$ cat src/rtl/misr_response_analyzer_if.sv
// Response handshake between the circuit under test and the MISR analyzer.
interface misr_response_analyzer_if #(
  parameter int unsigned IN_W = 2
) ();
  logic            resp_valid;
  logic [IN_W-1:0] resp_data;
  logic            resp_ready;

  modport master (output resp_valid, output resp_data, input resp_ready);
  modport slave  (input resp_valid, input resp_data, output resp_ready);
endinterface

$ cat src/rtl/misr_response_analyzer.sv
// BIST response analyzer: compacts CUT response beats into a MISR signature and
// compares the final signature with a golden value latched at start.
module misr_response_analyzer #(
  parameter int unsigned       IN_W  = 2,
  parameter int unsigned       SIG_W = 16,
  parameter logic [SIG_W-1:0]  POLY  = 16'h1021,
  parameter logic [SIG_W-1:0]  SEED  = 16'h0000
) (
  input  logic                      clk,
  input  logic                      rst,
  input  logic                      start,
  input  logic [15:0]               pat_count,
  input  logic [SIG_W-1:0]          golden,
  misr_response_analyzer_if.slave   resp,
  output logic                      busy,
  output logic                      done,
  output logic                      pass,
  output logic [SIG_W-1:0]          signature,
  output logic [15:0]               beat_cnt
);

  if (IN_W < 1 || IN_W > SIG_W) begin : g_param_check
    $error("IN_W must be in 1..SIG_W");
  end

  typedef enum logic [1:0] {StIdle, StCapture, StCheck, StDone} state_e;

  state_e           state_q, state_d;
  logic [SIG_W-1:0] sig_q, sig_d;
  logic [SIG_W-1:0] gold_q, gold_d;
  logic [15:0]      pat_q, pat_d;
  logic [15:0]      cnt_q, cnt_d;
  logic             pass_q, pass_d;
  logic             ready;
  logic [SIG_W-1:0] feedback;
  logic [SIG_W-1:0] misr_next;

  // Shift toward the MSB; the bit shifted out selects the polynomial feedback.
  assign feedback  = sig_q[SIG_W-1] ? POLY : '0;
  assign misr_next = (sig_q << 1) ^ feedback ^ SIG_W'(resp.resp_data);

  always_comb begin
    state_d = state_q;
    sig_d   = sig_q;
    gold_d  = gold_q;
    pat_d   = pat_q;
    cnt_d   = cnt_q;
    pass_d  = pass_q;
    ready   = 1'b0;
    unique case (state_q)
      StIdle, StDone: begin
        if (start) begin
          pat_d   = pat_count;
          gold_d  = golden;
          sig_d   = SEED;
          cnt_d   = '0;
          pass_d  = 1'b0;
          state_d = (pat_count != 16'd0) ? StCapture : StCheck;
        end
      end
      StCapture: begin
        ready = 1'b1;
        if (resp.resp_valid) begin
          sig_d = misr_next;
          cnt_d = cnt_q + 16'd1;
          if (cnt_d == pat_q) begin
            state_d = StCheck;
          end
        end
      end
      StCheck: begin
        pass_d  = (sig_q == gold_q);
        state_d = StDone;
      end
      default: state_d = StIdle;
    endcase
  end

  always_ff @(posedge clk) begin
    if (rst) begin
      state_q <= StIdle;
      sig_q   <= SEED;
      gold_q  <= '0;
      pat_q   <= '0;
      cnt_q   <= '0;
      pass_q  <= 1'b0;
    end else begin
      state_q <= state_d;
      sig_q   <= sig_d;
      gold_q  <= gold_d;
      pat_q   <= pat_d;
      cnt_q   <= cnt_d;
      pass_q  <= pass_d;
    end
  end

  assign resp.resp_ready = ready;
  assign busy            = (state_q == StCapture) || (state_q == StCheck);
  assign done            = (state_q == StDone);
  assign pass            = pass_q;
  assign signature       = sig_q;
  assign beat_cnt        = cnt_q;

endmodule

$ cat src/flat_wrapper.sv
// flat-port wrapper written by rule: the top's interface ports become plain ports
module misr_response_analyzer_flat 
#(
  parameter int unsigned       IN_W  = 2,
  parameter int unsigned       SIG_W = 16,
  parameter logic [SIG_W-1:0]  POLY  = 16'h1021,
  parameter logic [SIG_W-1:0]  SEED  = 16'h0000
)
  (clk, rst, start, pat_count, golden, busy, done, pass, signature, beat_cnt, resp_resp_valid, resp_resp_data, resp_resp_ready);
  misr_response_analyzer_if #(.IN_W(IN_W)) resp_i ();
  input  logic clk;
  input  logic rst;
  input  logic start;
  input  logic [15:0] pat_count;
  input  logic [SIG_W-1:0] golden;
  output logic busy;
  output logic done;
  output logic pass;
  output logic [SIG_W-1:0] signature;
  output logic [15:0] beat_cnt;
  input wire logic [$bits(resp_i.resp_valid)-1:0] resp_resp_valid;
  input wire logic [$bits(resp_i.resp_data)-1:0] resp_resp_data;
  output wire logic [$bits(resp_i.resp_ready)-1:0] resp_resp_ready;
  assign resp_i.resp_valid = resp_resp_valid;
  assign resp_i.resp_data = resp_resp_data;
  assign resp_resp_ready = resp_i.resp_ready;
  misr_response_analyzer #(.IN_W(IN_W), .SIG_W(SIG_W), .POLY(POLY), .SEED(SEED)) u_core (.clk(clk), .rst(rst), .start(start), .pat_count(pat_count), .golden(golden), .resp(resp_i), .busy(busy), .done(done), .pass(pass), .signature(signature), .beat_cnt(beat_cnt));
endmodule
$ cat config.mk
export PLATFORM = sky130hd
export DESIGN_NAME = misr_response_analyzer_flat
export DESIGN_NICKNAME = d
export VERILOG_FILES = /design/src/rtl/misr_response_analyzer_if.sv /design/src/rtl/misr_response_analyzer.sv /design/src/flat_wrapper.sv
export SDC_FILE = /design/constraint.sdc
export NUM_CORES = 1
export LEC_CHECK = 0
export ABC_AREA = 1
export CORE_MARGIN = 4
export CORE_UTILIZATION = 56
export DETAILED_ROUTE_END_ITERATION = 10
export DONT_BUFFER_PORTS = 1
export PLACE_DENSITY = 0.69
export SKIP_LAST_GASP = 1
export SYNTH_ARGS = -nofsm -noshare
export SYNTH_HDL_FRONTEND = slang
export SYNTH_SLANG_ARGS = --single-unit
export TNS_END_PERCENT = 10
$ cat constraint.sdc
create_clock -name clk -period 2 [get_ports clk]
set_input_delay 0.5 -clock clk [delete_from_list [all_inputs] [get_ports clk]]
set_output_delay 0.5 -clock clk [all_outputs]
set_load 0.02 [all_outputs]
==> results, run 1 <==
- The data arrival time at the worst-slack endpoint is 2.13 ns.
- The overall die area is 0.00742 mm^2.
- The critical path startpoint is u_core.state_q[0].
- The cell count after synthesis came out at 508.
- The critical path endpoint category is a flop.
- The slowest stage of the critical path is the dfxtp_1 cell.
- The routed layout has 3376 vias.
- The number of design-rule violations left by the first detailed-router iteration is 193.
- The horizontal extent of the die is 86.1 um.
- The startpoint of the worst hold path is rst.
- During synthesis, Yosys emitted a total of 0 warnings.
- Using the TritonRoute via totals, the vias-per-cell ratio works out to 5.51.
- The number of placed instances, taps included, is 594.
- The worst path meets setup with 0.109 ns of slack.
- The remaining design rule violation count is 0.
- Yosys attributes the largest share of cell area to dfxtp_1 (39%), nand2_1 (14%), a21oi_1 (7.9%).
- Before antenna repair, the detailed router went through 4 iterations.
- The HPWL after detailed placement is 6500 um.
- The clock passes through at most 2 buffers.
- The final weighted congestion in routability-driven placement is 0.876.
- The number of hold violations in the final report is 0.
- In this run the mean area of a mapped cell was 6.73 um^2.
- Timing would allow up to 529 MHz.
- The count of cells along the worst register-to-register path is 11.
- Of all flip-flops after synthesis, the portion carrying an async set or reset was 0.
- The end point of the critical path is u_core.beat_cnt[0].
- The clock tree from TritonCTS is done.
- Across the run, the number of max-cap violations was 0.
- The number of H-tree levels is 3.
- After synthesis the netlist holds a flip-flop and latch count of 67.
- STA puts the critical path data required time at 2.24 ns.
- The number of gates on the worst path with buffers counted is 11.
- The floorplan has 28 rows.
- The sequential cell area fraction in the yosys report is 0.393.
- The most used flip-flop cell after synthesis is dfxtp_1.
- In this run the critical register-to-register path is captured at u_core.beat_cnt[0].
- The flow ran to the end, and the final reports show no timing, DRC or antenna violations.
- The number of max-slew violations in the final report was 0.
- The mapped netlist covers 0.00342 mm^2.
- In this run the cell area measured after placement is 0.00368 mm^2.
- The detail-routed net length per standard cell is 14.8 um.
- The worst setup path category is reg -> reg.
- In this run the count of I/O pins placed on the die edge is 74.
- The number of nets in the final layout is 575.
- The first-pass GRT wire length is 14500 um.
- The leakage power summed over all cells is 1.59 nW.
- After clock tree synthesis, the clock-pin slew on the worst setup and hold paths is 0.08 ns.
- Headroom to the max-slew limit came out at 0.645.
- The non-filler instance count after layout is 613.
- The detailed router used layers up to and including met4.
- Measured on the finished design, the core utilization comes to 0.672.
- In this run, synthesis inferred 0 flip-flops with an integrated enable.
- On the critical path the largest part of the delay comes from buffers and inverters.
- The ratio of cells with drive above 1 in the final layout is 0.149.
- In this run the critical register-to-register path is launched from u_core.state_q[0].
- The worst path needs 1.89 ns of the cycle, external delays included.
- The portion of the clock cycle consumed by the worst path in the final layout is 0.945.
- Clock tree synthesis found a total of 67 sinks.
- The tree is rooted in a clkbuf_8.
- Setup repair after global routing could not meet its margin everywhere.
- The met3 wirelength from detailed routing is 757 um.
- The clock latency at the later pin of the worst-skew pair is 0.35 ns.
- For flop-to-flop paths, the worst setup slack is 0.11 ns.
- After layout, the design draws a total of 4.76 mW.
- The pin count of the biggest net entering global routing is 34.
- From synthesis to final layout, the design area changed by 16.5%.
- The initial antenna violation count was 0.
- On the worst path, the slowest cell contributes a delay of 0.34 ns.
- The final count of negative-setup-slack endpoints is 0.
- For this design the ratio of total power to cell area is 1200 mW/mm^2.
- The count of antenna diodes in the layout is 0.
- The number of buffers added by the clock tree synthesis step is 9.
- On the final layout, the worst clock skew is 0.00871 ns.
- Along the worst path, the maximum fanout reaches 32.
- The synthesized netlist contains 29 unique library cells.
- The count of buffers added on input and output ports is 0.
- Across every metal layer, demand over resource in global routing totals 0.249.
- STA classifies the critical path startpoint as a flop.
- The routed metal-1 wirelength is 3650 um.
- Leaving out fill and tap cells, the most frequent cell in the layout is nand2_1.
- The number of global-route vias before repair is 3160.
- The synthesized netlist net count is 550.
- For this configuration, the core starts out at a cell density of 0.577.
- The worst supply voltage drop on vdd is 711 uV.
- The placement-stage worst setup slack is -0.0392 ns.
- The filler cells instantiated in the layout total 527.
- The path class of the tightest hold or removal check is in -> reg.
- Counting stages on the worst path, the most repeated cell is inv_1.
- The number of buffers and inverters on the critical path is 5.
- The share of synthesized area in the top cell type comes to 0.393.
- The number of nets with antenna violations after detailed routing is 0.
- The met2 wire length is 4490 um.
- The top cell types in the final layout, fill and taps aside, are nand2_1 (125), dfxtp_1 (61), a21oi_1 (52).
- The cell area after layout is 0.00398 mm^2.
- The placeable core area is 0.00592 mm^2.
- The cell type with the highest aggregate area in the netlist is dfxtp_1.
- For this design, the CTS-stage hold fixing added 0 buffers.
- The floorplan step set the die height to 86.1 um.
- After global routing the overflow that remains totals 0.
- Traced cell by cell, the critical path runs through inv_1, ha_1, inv_1, or2_2, o21ai_1, inv_1, nand2_1, inv_1, buf_12, o21ai_0, a21oi_1.
- For this block, the routed nets add up to 9060 um of wire.
- The measured slew at the worst slew-check pin is 0.532 ns.
worst min-delay path by stage:
stage | cells after the start | end | slack (ns)
after floorplan | 2 | u_core.gold_q[0] | 0.44
after global placement | 2 | u_core.pat_q[3] | 0.46
after detailed placement | 2 | u_core.pat_q[3] | 0.47
after CTS | 1 | u_core.beat_cnt[4] | 0.21
after global routing | 1 | u_core.beat_cnt[1] | 0.20
final | 1 | u_core.pass | 0.22
worst register-to-register path, cell delays in order, from the launching register on:
cell	delay, ns
dfxtp_1	0.34
inv_1	0.05
ha_1	0.28
inv_1	0.05
or2_2	0.28
o21ai_1	0.14
inv_1	0.13
nand2_1	0.08
inv_1	0.06
buf_12	0.17
o21ai_0	0.16
a21oi_1	0.05
layer usage:
metal | global-route usage | vias to the layer above
met1 | 0.291 | 1513
met5 | 0 | -
met4 | 0.101 | 0
met3 | 0.0576 | 17
met2 | 0.435 | 126
li1 | - | 1720
cell type report:
cell class	instances	area [um^2]	share of cell area
multi-input combinational	371	1850	0.464
sequential	67	1350	0.339
timing repair buffer	33	273	0.0685
inverter	51	191	0.0481
clock buffer	9	124	0.0311
clock inverter	7	100	0.0251
tap	75	93.8	0.0236
state kept, by name (all words and copies together) (netlist names):
register / flops
u_core.pass: 1
u_core.state_q: 2
u_core.signature: 16
u_core.pat_q: 16
u_core.gold_q: 16
u_core.beat_cnt: 16
stage by stage:
step                hold slack, ns  setup TNS [ns]
floorplan                    0.442               0
global placement             0.457               0
detailed placement           0.465         -0.0624
CTS                          0.207               0
global route                 0.196          -0.153
finish                       0.218               0
cell usage after synthesis, types with 5 or more instances:
master,count
inv_1,48
nand4_1,10
nand3_1,45
xor2_1,7
xnor2_1,5
o21ai_0,36
clkbuf_1,12
nand2_1,126
buf_2,6
dfxtp_1,67
a21oi_1,54
nor4_1,5
nor2_1,52
nand2_2,7
report_power, final:
| part | switching [mW] | internal, mW |
|---|---|---|
| clock | 0.573 | 0.713 |
| combinational | 1.04 | 0.645 |
| sequential | 0.180 | 1.61 |
cells by family (layout without fill, tap and decap cells):
logic type / count (synthesis) / after routing / share of synthesized area
simple gates: 255 / 255 / 0.326
compound gates: 99 / 99 / 0.151
buf+inv: 70 / 100 / 0.0791
flops: 67 / 67 / 0.393
xor+xnor: 13 / 13 / 0.0373
fa+ha+maj: 4 / 4 / 0.0146
repair_timing:
item / 4_1_cts / 5_1_grt
setup endpoints to repair: 2 / 4
pin swaps: 1 / 3
resized for setup: 1 / 17
gates cloned: 0 / 0
setup buffers: 1 / 2
(Power assumes the default switching activity.)
==> run 2, diff against run 1 <==
Settings changed: TNS_END_PERCENT 10 to 50.
==> results, run 2 (synthesized netlist as in run 1, its figures left out) <==
- The overflow left after global routing is 0 (unchanged).
- The pin count of the biggest net entering global routing is 34 (unchanged).
- The clock transition at the registers of the reported paths is 0.08 ns (about the same).
- The data arrival time at the worst-slack endpoint is 2.17 ns (+0.04 ns).
- The critical path endpoint category is a flop.
- The final weighted congestion in routability-driven placement came to 0.876 (unchanged).
- The number of nets with antenna violations after detailed routing is 0 (unchanged).
- The startpoint of the worst hold path is rst.
- The placeable core area is 0.00592 mm^2 (unchanged).
- The length of the first detailed-routing pass in iterations is 5 (+1).
- The max-capacitance violation count came to 0 (unchanged).
- The end-of-flow core utilization is 0.682 (+0.00951).
- The remaining design rule violation count was 0 (unchanged).
- The maximum achievable frequency came to 518 MHz (-2.1%).
- The number of H-tree levels was 3 (unchanged).
- The reg2reg setup slack is 0.07 ns (-0.04 ns).
- The worst hold margin was 0.211 ns (-0.00650 ns).
- The maximum clock path buffer count was 2 (unchanged).
- Setup repair after global routing could not meet its margin everywhere.
- The aggregate global-route resource usage was 0.249 (unchanged).
- The clock latency at the later pin of the worst-skew pair is 0.35 ns (about the same).
- The number of buffers inserted by port buffering is 0 (unchanged).
- The signal on the critical path passes through ha_4, nand3_2, nor2_4, nand2_1, nand2_1, nor2_1, nor2_1, nand2_1, nor2_1, nand3_1, nand2_2, nand3_1, nand2_1, nor2_1.
- The ratio of cells with drive above 1 in the final layout is 0.161 (+0.0124).
- The leakage power summed over all cells is 1.62 nW (+1.9%).
- The final setup slack of the worst path is 0.0696 ns (-0.0399 ns).
- The non-filler instance count after layout is 615 (+0.33%).
- The flow ran to the end, and the final reports show no timing, DRC or antenna violations.
- The number of max-slew violations in the final report came to 0 (unchanged).
- The worst setup path is launched from a flop.
- The number of buffers added by the clock tree synthesis step is 9 (unchanged).
- The number of sinks on the clock net was 67 (unchanged).
- The total instance count after detailed placement came to 594 (unchanged).
- The first-pass GRT wire length is 14500 um (unchanged).
- The placement-stage worst setup slack is -0.0392 ns (unchanged).
- For hold timing, the worst endpoint is u_core.beat_cnt[1].
- The final count of negative-setup-slack endpoints is 0 (unchanged).
- The final-layout fill cell count came to 518 (-1.7%).
- The number of design-rule violations left by the first detailed-router iteration is 198 (+2.6%).
- The library cell contributing the largest single delay on the critical path is dfxtp_4.
- The height of the die came to 86.1 um (unchanged).
- The initial standard-cell utilization of the core is 0.577 (unchanged).
- The headroom to the max-slew limit came to 0.638 (-0.00676).
- The data required time at the worst endpoint came to 2.24 ns (about the same).
- The horizontal extent of the die is 86.1 um (unchanged).
- The portion of the clock cycle consumed by the worst path in the final layout is 0.965 (+0.0199).
- The total wire length is 9280 um (+2.5%).
- The instance area at placement is 0.00368 mm^2 (unchanged).
- The detail-routed net length per standard cell is 15.1 um (+2.2%).
- The critical path startpoint is u_core.beat_cnt[1].
- The worst supply voltage drop on vdd came to 709 uV (-0.34%).
- The worst setup path category is reg -> reg.
- The maximum net fanout on the critical path was 4 (-88%).
- The total number of placement rows came to 28 (unchanged).
- Compared with the post-synthesis result, the final layout area differs by 18.2%.
- The maximum cell stage delay along the critical path is 0.39 ns (+0.05 ns).
- TritonCTS built the clock tree.
- The post-detailed-placement half-perimeter wirelength is 6500 um (unchanged).
- The number of instances on the worst hold path came to 1 (unchanged).
- The initial antenna violation count came to 0 (unchanged).
- The number of global-route vias before repair is 3160 (unchanged).
- The via-per-instance ratio is 5.54 (+0.68%).
- The count of cells along the worst register-to-register path came to 14 (+3).
- The overall die area is 0.00742 mm^2 (unchanged).
- The number of nets in the final layout was 577 (+0.35%).
- The total I/O pin count is 74 (unchanged).
- The critical register-to-register path startpoint is u_core.beat_cnt[1].
- The count of antenna diodes in the layout was 0 (unchanged).
- The most common cell after layout, fill and taps aside is nand2_1.
- The library cells used most frequently in the layout, excluding fill and tap cells, are nand2_1 (123), dfxtp_1 (60), a21oi_1 (52).
- The total vias in the final route is 3410 (+1.0%).
- Clock tree synthesis selected as its root buffer the cell clkbuf_8.
- The cell area after layout is 0.00404 mm^2 (+1.4%).
- The areal power density over the cells is 1190 mW/mm^2 (-0.82%).
- The worst clock skew is 0.00779 ns (-0.000913 ns).
- The class of the tightest hold or removal check is in -> reg.
- The final critical delay including setup and external delays is 1.93 ns (+0.0399 ns).
- The number of hold violations in the final report came to 0 (unchanged).
- In this run the critical register-to-register path is captured at u_core.state_q[1].
- The measured slew at the worst slew-check pin is 0.542 ns (+0.0101 ns).
## run 2: cell count changes in the layout (fill, tap and decap cells not counted)
cell,before,now
nand3_1,43,41
dfxtp_4,1,2
nor2_2,3,2
nand3_2,2,4
nor2_4,5,6
buf_12,2,3
dfxtp_1,61,60
nand2_1,125,123
nand2_4,0,1
nand2_2,8,9
buf_4,31,32
## run 2: final cells by class
class	count	area, um^2	share of cell area
well taps	75	93.8	0.0232
repair buffers	35	300	0.0744
clock inverters	7	100	0.0248
flip-flops and latches	67	1360	0.336
clock buffers	9	124	0.0307
inverters	51	191	0.0474
multi-input cells	371	1870	0.464
## run 2: per-stage QoR
stage,power [mW],setup TNS (ns)
floorplan,2.92,0
global placement,3.41,0
detailed placement,3.44,-0.0624
CTS,4.73,0
global route,5.05,-0.142
finish,4.79,0
## run 2: metal layers
layer / vias to the layer above / routed length [um] / GRT usage / part of all wire
li1: 1724 / - / - / -
met1: 1549 / 3800 / 0.291 / 0.41
met2: 117 / 4690 / 0.435 / 0.51
met3: 20 / 640 / 0.0576 / 0.069
met4: 0 / 152 / 0.101 / 0.016
met5: - / 0 / 0 / 0
## run 2: worst max path at each step
| stage | endpoint | cells past startpoint | slack, ns |
|---|---|---|---|
| after floorplan | u_core.state_q[1] | 12 | 0.07 |
| after global placement | u_core.state_q[1] | 14 | 0.05 |
| after detailed placement | u_core.state_q[1] | 14 | -0.04 |
| after CTS | u_core.state_q[1] | 14 | 0.002 |
| after global routing | u_core.state_q[1] | 14 | -0.09 |
| final | u_core.state_q[1] | 14 | 0.07 |
## run 2: timing repair
item | 4_1_cts | 5_1_grt
hold buffers | 0 | 0
setup buffers | 1 | 4
pin swaps | 1 | 7
gates resized for setup | 1 | 25
setup endpoints to repair | 2 | 4
## run 2: where the power goes
| group | internal [mW] | switching, mW | leakage [nW] |
|---|---|---|---|
| registers | 1.60 | 0.182 | 0.552 |
| logic | 0.653 | 1.06 | 0.957 |
| clock network | 0.713 | 0.575 | 0.114 |
## run 2: critical path: cells and delay by family (launching register included)
family                     cells  cell delay [ns]
adders and majority gates      1             0.16
DFF                            1             0.39
and+or+nand+nor               13             1.28
==> variant, RTL diff (flow settings as in run 1) <==
`SIG_W` is set to 16 in 2 places; all go to 14.
--- a/src/rtl/misr_response_analyzer.sv
+++ b/src/rtl/misr_response_analyzer.sv
@@ -2,7 +2,7 @@
 // compares the final signature with a golden value latched at start.
 module misr_response_analyzer #(
   parameter int unsigned       IN_W  = 2,
-  parameter int unsigned       SIG_W = 16,
+  parameter int unsigned       SIG_W = 14,
   parameter logic [SIG_W-1:0]  POLY  = 16'h1021,
   parameter logic [SIG_W-1:0]  SEED  = 16'h0000
 ) (
--- a/src/flat_wrapper.sv
+++ b/src/flat_wrapper.sv
@@ -2,7 +2,7 @@
 module misr_response_analyzer_flat 
 #(
   parameter int unsigned       IN_W  = 2,
-  parameter int unsigned       SIG_W = 16,
+  parameter int unsigned       SIG_W = 14,
   parameter logic [SIG_W-1:0]  POLY  = 16'h1021,
   parameter logic [SIG_W-1:0]  SEED  = 16'h0000
 )
Ports: changed (resized golden and signature); port bits go from 74 to 70. No check against the original RTL was run, so the function may have changed too.
==> variant against run 1 <==
  * Routed wire length fell by 5.6%
  * Sequential cell count is 4 lower
  * Synthesized cell count is 5.9% lower
  * Combinational power shrank 12%
  * Count of clock-buffer cells in the layout is 3 higher
  * Clock power shrank 19%
  * Area after synthesis shrank 6.2%
  * Maximum frequency shrank 0.60%
  * Power decreased by 12%
  * Critical path depth up 4
  * Final area shrank 7.0%
  * Setup slack lost 11 ps
  * Largest power group unchanged
==> variant: results (changes against run 1) <==
[yosys]
ys_seq_area_frac=0.394  ; +0.00107
synth_cell_type_count=30  ; +3.4%
syn_avg_cell_area_um2=6.70  ; -0.34%
synth_area_leaders=dfxtp_1 (39%), nand2_1 (15%), a21oi_1 (8.9%)
synthesis.nets=518  ; -5.8%
synth_commonest_cells=nand2_1 (125), dfxtp_1 (63), a21oi_1 (57), inv_1 (48), nor2_1 (44)

[critical_path]
crit_path_start=u_core.beat_cnt[0]
timing.reg2reg.worst_path_depth=15  ; +4
crit_family=simple AND/OR/NAND/NOR gates

[global_route]
use_met2=0.393  ; -0.0418
met3_usage=0.0829  ; +0.0253
grt_start_max_net_pins=32  ; -5.9%

[placed_design]
placed_cells=559  ; -5.9%
gp_congestion=0.851  ; -2.8%
post-place-ws_ps=6.74  ; +45.9 ps

[power_and_ir_drop]
p_leak_nw=1.45  ; -8.7%
peakVddDrop_mv=0.812  ; +14%

[sta]
holdWs_ps=220  ; +2.05 ps

[status]
status=complete, no violations

[final_layout]
final_nets=539  ; -6.3%
fin_cells=575  ; -6.2%

[drt]
wl_met2_um=4110  ; -8.4%
dr_wl_met3_um=652  ; -14%
vias=3121  ; -7.6%
wl_met1_um=3570  ; -2.2%

## variant: repair_timing
action,CTS,global route
endpoints found under the setup margin,1,26
buffers inserted,0,1
resized for setup,1,25
pin swaps,0,6
## variant: cells by family (layout without fill, tap and decap cells)
| group | count (synthesis) | in the layout | share of synthesized area |
|---|---|---|---|
| AOI/OAI and AO/OA | 102 | 102 | 0.169 |
| xor gates and xnor gates | 11 | 11 | 0.0301 |
| and+or+nand+nor | 230 | 230 | 0.310 |
| buffers and inverters | 68 | 93 | 0.0812 |
| adders and majority gates | 4 | 4 | 0.0156 |
| DFF | 63 | 63 | 0.394 |
## variant: cell type report
cell class | count | share of cell area
multi-input cells | 347 | 0.468
repair buffers | 29 | 0.0632
clock buffers | 12 | 0.0446
well taps | 72 | 0.0243
flip-flops and latches | 63 | 0.345
clock inverters | 3 | 0.00473
inverters | 49 | 0.0497
## variant: where the power goes
group	internal [mW]	switching, mW
Clock	0.540	0.498
Combinational	0.540	0.943
Sequential	1.51	0.175
Total	2.59	1.62
